--- src/rtl/seg_scan_decoder_if.sv ---
// Multiplexed 7-segment bus: active-low segments, anodes and decimal point.
// The display block drives it as master; the scan decoder samples it as slave.
interface seg_scan_decoder_if;
  logic [6:0] seg;
  logic [3:0] ga;
  logic       dp;

  modport master (output seg, ga, dp);
  modport slave  (input  seg, ga, dp);
endinterface

--- src/rtl/seg_scan_decoder.sv ---
// Rebuilds four BCD digits from a multiplexed 7-segment scan and flags bad glyphs/anodes/stalls.
// Optional macro SEGDEC_DP_EN: capture per-digit decimal points onto dp_out.
module seg_scan_decoder #(
  parameter int STABLE_CYCLES = 3,
  parameter int STALE_CYCLES  = 4096
) (
  input  logic                msclk,
  input  logic                reset,
  seg_scan_decoder_if.slave   bus,
  output logic [3:0]          one,
  output logic [3:0]          ten,
  output logic [3:0]          hun,
  output logic [3:0]          thoud,
  output logic                frame_valid,
  output logic                seg_err,
  output logic                ga_err,
  output logic                stale,
  output logic [3:0]          dp_out
);

  localparam int RW = $clog2(STABLE_CYCLES + 1);
  localparam int SW = $clog2(STALE_CYCLES + 1);
  localparam logic [RW-1:0] RUN_MAX   = RW'(STABLE_CYCLES);
  localparam logic [SW-1:0] STALE_MAX = SW'(STALE_CYCLES);

  // Returns {valid, bcd}; anything other than a 0-9 glyph is invalid.
  function automatic logic [4:0] decode_glyph(input logic [6:0] s);
    logic [4:0] r;
    case (s)
      7'b1000000: r = 5'h10;
      7'b1111001: r = 5'h11;
      7'b0100100: r = 5'h12;
      7'b0110000: r = 5'h13;
      7'b0011001: r = 5'h14;
      7'b0010010: r = 5'h15;
      7'b0000010: r = 5'h16;
      7'b1111000: r = 5'h17;
      7'b0000000: r = 5'h18;
      7'b0010000: r = 5'h19;
      default:    r = 5'h00;
    endcase
    return r;
  endfunction

  logic [10:0]     sample;
  logic [10:0]     prev_sample;
  logic [RW-1:0]   run_cnt;
  logic [RW-1:0]   run_nxt;
  logic            act;

  logic [3:0]      an;
  logic            an_single;
  logic            an_multi;
  logic [4:0]      glyph;

  logic [3:0]      seen;
  logic [3:0]      seen_nxt;
  logic [3:0][3:0] shadow;
  logic [3:0][3:0] shadow_nxt;
  logic [3:0][3:0] digits;
  logic [3:0][3:0] digits_nxt;
  logic            capture;
  logic            fv_nxt;
  logic            se_nxt;
  logic            ge_nxt;

  logic [SW-1:0]   stale_cnt;
  logic [SW-1:0]   stale_cnt_nxt;
  logic            stale_nxt;

  assign sample = {bus.ga, bus.seg};
  assign an     = ~bus.ga;
  assign glyph  = decode_glyph(bus.seg);

  assign an_single = (an != 4'd0) && ((an & (an - 4'd1)) == 4'd0);
  assign an_multi  = (an != 4'd0) && !an_single;

  // A run acts once: on the edge its length first hits STABLE_CYCLES.
  always_comb begin
    run_nxt = run_cnt;
    if (sample != prev_sample) begin
      run_nxt = RW'(1);
    end else if (run_cnt != RUN_MAX) begin
      run_nxt = run_cnt + 1'b1;
    end
    act = (run_nxt == RUN_MAX) && ((run_cnt != RUN_MAX) || (sample != prev_sample));
  end

  always_comb begin
    seen_nxt   = seen;
    shadow_nxt = shadow;
    digits_nxt = digits;
    capture    = 1'b0;
    fv_nxt     = 1'b0;
    se_nxt     = 1'b0;
    ge_nxt     = 1'b0;
    if (act) begin
      if (an_single) begin
        if (glyph[4]) begin
          capture = 1'b1;
          for (int i = 0; i < 4; i++) begin
            if (an[i]) shadow_nxt[i] = glyph[3:0];
          end
          seen_nxt = seen | an;
          // The digit captured on the completing edge goes straight to the outputs.
          if (seen_nxt == 4'hF) begin
            digits_nxt = shadow_nxt;
            fv_nxt     = 1'b1;
            seen_nxt   = 4'd0;
          end
        end else begin
          se_nxt   = 1'b1;
          seen_nxt = seen & ~an;
        end
      end else if (an_multi) begin
        ge_nxt = 1'b1;
      end
    end
  end

  always_comb begin
    stale_cnt_nxt = stale_cnt;
    stale_nxt     = stale;
    if (capture) begin
      stale_cnt_nxt = '0;
      stale_nxt     = 1'b0;
    end else begin
      if (stale_cnt != STALE_MAX) stale_cnt_nxt = stale_cnt + 1'b1;
      if (stale_cnt_nxt == STALE_MAX) stale_nxt = 1'b1;
    end
  end

  always_ff @(posedge msclk) begin
    if (reset) begin
      prev_sample <= '0;
      run_cnt     <= '0;
      seen        <= '0;
      shadow      <= '0;
      digits      <= '0;
      frame_valid <= 1'b0;
      seg_err     <= 1'b0;
      ga_err      <= 1'b0;
      stale_cnt   <= '0;
      stale       <= 1'b0;
    end else begin
      prev_sample <= sample;
      run_cnt     <= run_nxt;
      seen        <= seen_nxt;
      shadow      <= shadow_nxt;
      digits      <= digits_nxt;
      frame_valid <= fv_nxt;
      seg_err     <= se_nxt;
      ga_err      <= ge_nxt;
      stale_cnt   <= stale_cnt_nxt;
      stale       <= stale_nxt;
    end
  end

  assign one   = digits[0];
  assign ten   = digits[1];
  assign hun   = digits[2];
  assign thoud = digits[3];

`ifdef SEGDEC_DP_EN
  logic [3:0] dp_shadow;
  logic [3:0] dp_merged;
  logic [3:0] dp_reg;

  assign dp_merged = (dp_shadow & ~an) | (an & {4{~bus.dp}});

  always_ff @(posedge msclk) begin
    if (reset) begin
      dp_shadow <= '0;
      dp_reg    <= '0;
    end else begin
      if (capture) dp_shadow <= dp_merged;
      if (fv_nxt)  dp_reg    <= dp_merged;
    end
  end

  assign dp_out = dp_reg;
`else
  logic unused_dp;
  assign unused_dp = bus.dp;
  assign dp_out    = 4'b0000;
`endif

endmodule

--- src/flat_wrapper.sv ---
// flat-port wrapper written by rule: the top's interface ports become plain ports
module seg_scan_decoder_flat 
#(
  parameter int STABLE_CYCLES = 3,
  parameter int STALE_CYCLES  = 4096
)
  (msclk, reset, one, ten, hun, thoud, frame_valid, seg_err, ga_err, stale, dp_out, bus_seg, bus_ga, bus_dp);
  seg_scan_decoder_if bus_i ();
  input  logic msclk;
  input  logic reset;
  output logic [3:0] one;
  output logic [3:0] ten;
  output logic [3:0] hun;
  output logic [3:0] thoud;
  output logic frame_valid;
  output logic seg_err;
  output logic ga_err;
  output logic stale;
  output logic [3:0] dp_out;
  input wire logic [$bits(bus_i.seg)-1:0] bus_seg;
  input wire logic [$bits(bus_i.ga)-1:0] bus_ga;
  input wire logic [$bits(bus_i.dp)-1:0] bus_dp;
  assign bus_i.seg = bus_seg;
  assign bus_i.ga = bus_ga;
  assign bus_i.dp = bus_dp;
  seg_scan_decoder #(.STABLE_CYCLES(STABLE_CYCLES), .STALE_CYCLES(STALE_CYCLES)) u_core (.msclk(msclk), .reset(reset), .bus(bus_i), .one(one), .ten(ten), .hun(hun), .thoud(thoud), .frame_valid(frame_valid), .seg_err(seg_err), .ga_err(ga_err), .stale(stale), .dp_out(dp_out));
endmodule
--- config.mk ---
export PLATFORM = sky130hd
export DESIGN_NAME = seg_scan_decoder_flat
export DESIGN_NICKNAME = d
export VERILOG_FILES = /design/src/rtl/seg_scan_decoder_if.sv /design/src/rtl/seg_scan_decoder.sv /design/src/flat_wrapper.sv
export SDC_FILE = /design/constraint.sdc
export NUM_CORES = 1
export LEC_CHECK = 0
export BUFFER_PORTS_ARGS = -buffer_cell sky130_fd_sc_hd__buf_2
export CORE_ASPECT_RATIO = 1.2
export CORE_UTILIZATION = 50
export CTS_BUF_LIST = sky130_fd_sc_hd__clkbuf_8
export DETAILED_ROUTE_END_ITERATION = 16
export PLACE_DENSITY = 0.77
export SLEW_MARGIN = 5
export SYNTH_ARGS = -nofsm -noshare
export SYNTH_HDL_FRONTEND = slang
export SYNTH_SLANG_ARGS = --single-unit
--- constraint.sdc ---
create_clock -name msclk -period 2.9 [get_ports msclk]
set_input_delay 0.435 -clock msclk [delete_from_list [all_inputs] [get_ports msclk]]
set_output_delay 0.435 -clock msclk [all_outputs]
set_load 0.05 [all_outputs]
==> results.md, run 1 <==
* Worst setup SP type: input pin
* Switching portion of total power at 0.237
* Rows at 32
* Avg WL per Cell at about 14 um
* LEAKAGE at 1.59 nW
* Post-synth EDFFs at 0
* Number of I/O pins at 38
* CTS sink count at 66
* CTS max path bufs at 2
* Crit path buf inv count at 2
* Worst-path cell chain: buf_2 -> or3b_1 -> or3b_1 -> and3_1 -> a2111o_1 -> buf_4 -> mux2i_1
* Clk_lat worst skew at 350 ps
* Slew Limit Fails at 0
* Num CTS Buffers at 9
* Relative slew slack at 0.467
* Final Routed Wirelength at roughly 7000 um
* Clock share of power at 0.425
* Worst r2r src: u_core.prev_sample[7]
* Reg2reg path depth at 5
* Initial Utilization at 0.521
* Post-synthesis sequential area ratio at 0.394
* Top Family by Delay on Critical Path: simple AND/OR/NAND/NOR gates
* Die area at about 7000 um^2
* Setup Skew at approximately 6.4 ps
* Maximum VDD drop at 0.000330 V
* Setup CP Type: input pin to flop
* CP dominant cell by count: or3b_1
* Mapped Area at approximately 3400 um^2
* CTS Root Buffer Type: clkbuf_8
* Fill cells at 597
* Unique masters post-synth at 55
* Net Sw Power at 443 uW
* CP Capture Type: flop
* Die X at ~77 um
* Post-synth top area share at 0.394
* Setup slack, reg-to-reg at 710 ps
* Post-route antenna net violation count at 0
* Via density at 5.62
* Setup TNS at 0 ps
* First-pass GRT wire length at 11700 um
* Fmax at about 450 MHz
* Share of layout cells above drive strength 1 at 0.158
* Area leader, netlist: dfxtp_1
* Number of remaining DRC errors at 0
* Flop pwr share at 0.497
* First-pass iteration count of the detailed router at 4
* Hold_buf cts at 0
* Worst-Margin Slew at roughly 800 ps
* Clock transition at path regs at 70 ps
* Vias in the first global route at 2608
* Comb pwr share at 0.078
* Async S/R FF share, synth at 0
* GRT Total Usage at 0.215
* Layout net count at 424
* Count of buffers from port buffering at 32
* Final Core Density at 0.578
* CP arrival at about 2500 ps
* Worst-path maximum fanout at 16
* GP Congestion at around 0.85
* Synth top cells by count: dfxtp_1, nand2_1, mux2i_1, nor3_1, clkbuf_1
* Pint at about 1.4 mW
* Period utilisation layout at 0.769
* Via count at 2795
* PwrDens at around 500 nW/um^2
* Hold Fails Final Rpt at 0
* Dominant synthesized flop cell: dfxtp_1
* Hpwl dp at 4750 um
* Area of the core at ~6400 um^2
* Ranking of synthesized cells by area: dfxtp_1, mux2i_1, nand2_1, xnor2_1, nor3_1
* Die height at about 92 um
* Outcome: finished, final reports clean
* Starting DRT DRC Count at 89
* Syn avg cell area at ~9 um^2
* Final setup viols at 0
* Resized cells post-CTS at 0
* Setup bufs post-CTS at 0
* Synth-to-layout area growth at 11.0%
* GRT overflow at 0
* Unrepaired setup endpoints after global routing: false
* Largest net degree at the start of global routing at 54
* Max incr delay on CP at 430 ps
* Antenna cell count at 0
* Critical path depth at 7
* Initial antenna violation count at 0
* Synth warnings at 0
* Slowest-stage cell, CP: a2111o_1
* Worst setup path start: bus_seg[1]
* Worst setup endpoint: u_core.one[3]
* Worst EP required at 3120 ps
* Most numerous cell in the Yosys netlist: dfxtp_1
* Hold WC Path Type: input pin to flop
* H-tree levels at 3
* RR Endpoint: u_core.seen[1]
* Max_cap viols at 0
* CTS tree: done
* Mapped Cells at approximately 380
* Flops & latches, synth at 66
* Final Critical Period at approximately 2200 ps
-- worst register-to-register path: cells and delay by family (launching register included) --
family / cells / cell delay (ps)
xor gates and xnor gates: 1 / 160
AOI/OAI and AO/OA: 2 / 630
DFF: 1 / 310
and+or+nand+nor: 2 / 940
-- metal layers --
layer  global-route usage  routed length [um]  vias up
met5                    0                   0        -
met4                0.143                 210        0
met3               0.0478                 230       18
met2                0.350                3380       56
met1                0.251                3220     1310
li1                     -                   -     1411
-- cell usage in the layout (no fill, tap or decap), types with 7 or more instances in the layout --
| cell type | n |
|---|---|
| o211ai_1 | 8 |
| inv_1 | 10 |
| nand3_1 | 14 |
| dfxtp_1 | 66 |
| nor3_1 | 23 |
| nor2_1 | 12 |
| nor4_1 | 7 |
| nor2b_1 | 9 |
| o21ai_0 | 14 |
| mux2i_1 | 29 |
| nand4_1 | 7 |
| nand2_1 | 52 |
| buf_4 | 9 |
| clkbuf_8 | 12 |
| xnor2_1 | 17 |
| xor2_1 | 7 |
| buf_2 | 32 |
| or4_1 | 7 |
-- flip-flops by register name, indices dropped and copies added, names as in the netlist, 2 cells and up --
signal / flops
u_core.run_cnt: 2
u_core.shadow: 16
u_core.ten: 4
u_core.thoud: 4
u_core.prev_sample: 11
u_core.seen: 4
u_core.one: 4
u_core.hun: 4
u_core.stale_cnt: 13
-- metrics by stage --
stage	hold WS [ps]	instance area, um^2	cells	setup WS (ps)	power, mW
6_report	421	3720	497	669	1.87
5_1_grt	423	3720	497	574	1.94
4_1_cts	401	3720	497	675	1.88
3_5_place_dp	449	3520	482	305	1.09
3_3_place_gp	440	3520	482	348	1.09
2_1_floorplan	433	3370	387	382	1.07
-- worst min path at each step --
stage,from,endpoint,depth (start not counted)
2_1_floorplan,u_core.shadow[9],u_core.shadow[9],2
3_3_place_gp,u_core.shadow[9],u_core.shadow[9],2
3_5_place_dp,u_core.ten[3],u_core.ten[3],2
4_1_cts,bus_seg[0],u_core.prev_sample[0],2
5_1_grt,bus_seg[0],u_core.prev_sample[0],2
6_report,bus_seg[0],u_core.prev_sample[0],2
-- power by group through the flow --
| stage | Combinational [mW] | Clock [mW] | Sequential, mW |
|---|---|---|---|
| finish | 0.145 | 0.794 | 0.929 |
| global route | 0.162 | 0.847 | 0.930 |
| CTS | 0.145 | 0.809 | 0.929 |
| detailed placement | 0.144 | 0 | 0.949 |
| global placement | 0.140 | 0 | 0.949 |
| floorplan | 0.123 | 0 | 0.947 |
-- cell type report --
cell class                 count  area [um^2]  share of cell area
clock buffer                  12          165              0.0443
clock inverter                 3         38.8              0.0104
inverter                      12         45.0              0.0121
multi-input combinational    278         1820               0.489
sequential                    66         1320               0.355
tap                           85          106              0.0286
timing repair buffer          41          228              0.0611
-- cell families (layout without fill, tap and decap cells) --
family          after synthesis  in the layout  synth area share
compound gates               59             59             0.125
xor+xnor                     24             24            0.0626
mux                          35             35             0.107
simple gates                153            153             0.233
buf+inv                      43             68            0.0671
flops                        66             66             0.394
other cells                   1              4           0.00112
fa+ha+maj                     3              3            0.0104
No activity file was read; power rests on OpenSTA's default activity.
==> run 2, diff against run 1 <==
PLACE_DENSITY = 0.8   (was 0.77)
clock period = 1.9 ns   (was 2.9 ns; I/O delays follow)
==> run 2 against run 1 <==
The run now ends with negative setup slack left. Clock power up 51%. Sequential cell count did not move. Critical path depth fell by 1. Clock-buffer cell count shrank 3. Critical endpoint is now u_core.hun[1].
==> results.md, run 2 (same netlist as run 1, synthesis figures left out) <==
* Hold WC Path Type: input pin to flop
* Share of layout cells above drive strength 1 at 0.335 (+0.177)
* Fin cells at 551 (+11%)
* Comb pwr share at 0.106 (+0.028)
* Via count at 3070 (+9.8%)
* CTS sink count at 66 (unchanged)
* Post-route antenna net violation count at 0 (unchanged)
* Clock share of power at 0.410 (-0.015)
* GRT Total Usage at 0.238 (+0.0236)
* Most frequent cells in the layout: dfxtp_1, buf_4, nand2_1, buf_2, mux2i_1
* CTS Root Buffer Type: clkbuf_8
* Initial Utilization at 0.521 (unchanged)
* Die height at 91.7 um (unchanged)
* Outcome: finished with violations
* Starting DRT DRC Count at 160 (+80%)
* GP Congestion at 0.917 (+7.5%)
* Die area at 7040 um^2 (unchanged)
* Biggest register: u_core.shadow
* Top Family by Delay on Critical Path: simple AND/OR/NAND/NOR gates
* Max incr delay on CP at 520 ps (+90 ps)
* Worst EP required at 2130 ps (-990 ps)
* Hold Fails Final Rpt at 0 (unchanged)
* Regs by FF count: u_core.shadow: 16 flops, u_core.stale_cnt: 13 flops, u_core.prev_sample: 11 flops
* Crit path buf inv count at 1 (-1)
* Rows at 32 (unchanged)
* Net Sw Power at 780 uW (+76%)
* Switching portion of total power at 0.267 (+0.0294)
* GRT overflow at 0 (unchanged)
* Pint at 2.15 mW (+51%)
* PwrDens at 667 nW/um^2 (+33%)
* Setup CP Type: flop to flop
* Count of buffers from port buffering at 32 (unchanged)
* Gr busiest metal: met2
* Die X at 76.8 um (unchanged)
* Number of remaining DRC errors at 0 (unchanged)
* GR Util met3 at 0.0557 (+0.00796)
* Flop pwr share at 0.484 (-0.013)
* CP Capture Type: flop
* Layout net count at 477 (+13%)
* Failing checks: negative setup slack
* Antenna cell count at 0 (unchanged)
* First-pass iteration count of the detailed router at 4 (unchanged)
* Hold_buf cts at 0 (unchanged)
* Vias in the first global route at 2914 (+12%)
* Largest net degree at the start of global routing at 38 (-30%)
* Final Critical Period at between 1500 and 2000 ps
* Worst-Margin Slew at 592 ps (-207 ps)
* Worst-path cell chain: xnor2_2 -> nand4_1 -> or4_1 -> a2111o_1 -> buf_12 -> mux2i_1
* First-pass GRT wire length at 13400 um (+14%)
* Setup Skew at 13.1 ps (+6.68 ps)
* Max reg flops at 16 (unchanged)
* Worst setup SP type: flop
* Max_cap viols at 0 (unchanged)
* CTS max path bufs at 2 (unchanged)
* Final WS setup at -79.0 ps (-748 ps)
* Clock transition at path regs at 80 ps (about the same)
* Synth-to-layout area growth at 30.8%
* Final Routed Wirelength at 8010 um (+14%)
* Commonest non-fill, non-tap cell in the layout: dfxtp_1
* Hpwl dp at 5520 um (+16%)
* Area of the core at 6450 um^2 (unchanged)
* CP arrival at 2210 ps (-240 ps)
* Final setup viols at 31 (+31)
* Fmax at roughly 500 MHz
* Number of I/O pins at 38 (unchanged)
* Via density at 5.57 (-0.93%)
* CTS tree: done
* Worst-path maximum fanout at 16 (unchanged)
* Slew Limit Fails at 0 (unchanged)
* Hold WS at 247 ps (-174 ps)
* H-tree levels at 3 (unchanged)
* Dpl ws at -370 ps (-676 ps)
* Period utilisation layout at 1.04
* Initial antenna violation count at 0 (unchanged)
* Slowest-stage cell, CP: or4_1
* Relative slew slack at 0.605 (+0.138)
* Dpl cells at 535 (+11%)
* Met2 usage in global routing at 0.397 (+0.0469)
* LEAKAGE at 1.89 nW (+19%)
* M1 GR Usage at 0.293 (+0.0422)
* Maximum VDD drop at 0.000396 V (+20%)
* Unrepaired setup endpoints after global routing: true
* Avg WL per Cell at 14.5 um (+2.7%)
* Clk_lat worst skew at 360 ps (about the same)
* Num CTS Buffers at 9 (unchanged)
==> run 2: changes by cell type in the layout (fill, tap and decap cells not counted), sizes merged <==
cell      change
clkbuf        -3
clkinv        +1
inv           +2
buf          +53
clkinvlp      +1
==> run 2: layout make-up <==
type	instances	area, um^2
Multi-Input combinational cell	278	2050
Fill cell	490	2060
Timing Repair Buffer	94	661
Clock buffer	9	124
Inverter	12	45.0
Clock inverter	7	73.8
Tap cell	85	106
Sequential cell	66	1330
==> run 2: path summary, 6_finish.rpt <==
path,depth (start not counted),startpoint,endpoint,slack [ps]
worst max register to register,6,u_core.prev_sample[9],u_core.hun[1],-80
worst min register to register,2,u_core.shadow[9],u_core.shadow[9],460
worst max-delay path,6,u_core.prev_sample[9],u_core.hun[1],-80
worst min-delay path,2,bus_seg[5],u_core.prev_sample[5],250
==> run 2: through the flow <==
stage / utilization / power, mW / instance area (um^2) / TNS [ps]
after global placement: 0.611 / 1.72 / 3940 / -11730
after detailed placement: 0.611 / 1.73 / 3940 / -13730
after CTS: 0.660 / 2.92 / 4250 / -1740
after floorplan: - / 1.64 / 3430 / -10090
final: 0.681 / 2.93 / 4390 / -1470
after global routing: 0.681 / 3.04 / 4390 / -4430
==> run 2: per-layer routing <==
layer | routed length [um] | up-vias | share of wire
met4 | 195 | 0 | 0.024
met5 | 0 | - | 0
met2 | 4020 | 69 | 0.50
met3 | 271 | 17 | 0.034
li1 | - | 1511 | -
met1 | 3530 | 1473 | 0.44
==> run 2: repair_timing <==
action	CTS	global route
gates resized for setup	22	28
hold endpoints to repair	0	0
setup buffers	1	0
endpoints found under the setup margin	43	52
pin swaps	12	20
==> run 2: power groups by stage <==
stage | Clock (mW) | Sequential (mW) | Combinational [mW]
6_report | 1.20 | 1.42 | 0.310
5_1_grt | 1.28 | 1.42 | 0.338
4_1_cts | 1.21 | 1.41 | 0.296
3_5_place_dp | 0 | 1.45 | 0.283
3_3_place_gp | 0 | 1.45 | 0.276
2_1_floorplan | 0 | 1.45 | 0.198
==> run 2: worst reg2reg max path, stage by stage, from the launching register on <==
cell	delay (ps)
dfxtp_2	330
xnor2_2	130
nand4_1	220
or4_1	520
a2111o_1	340
buf_12	180
mux2i_1	140
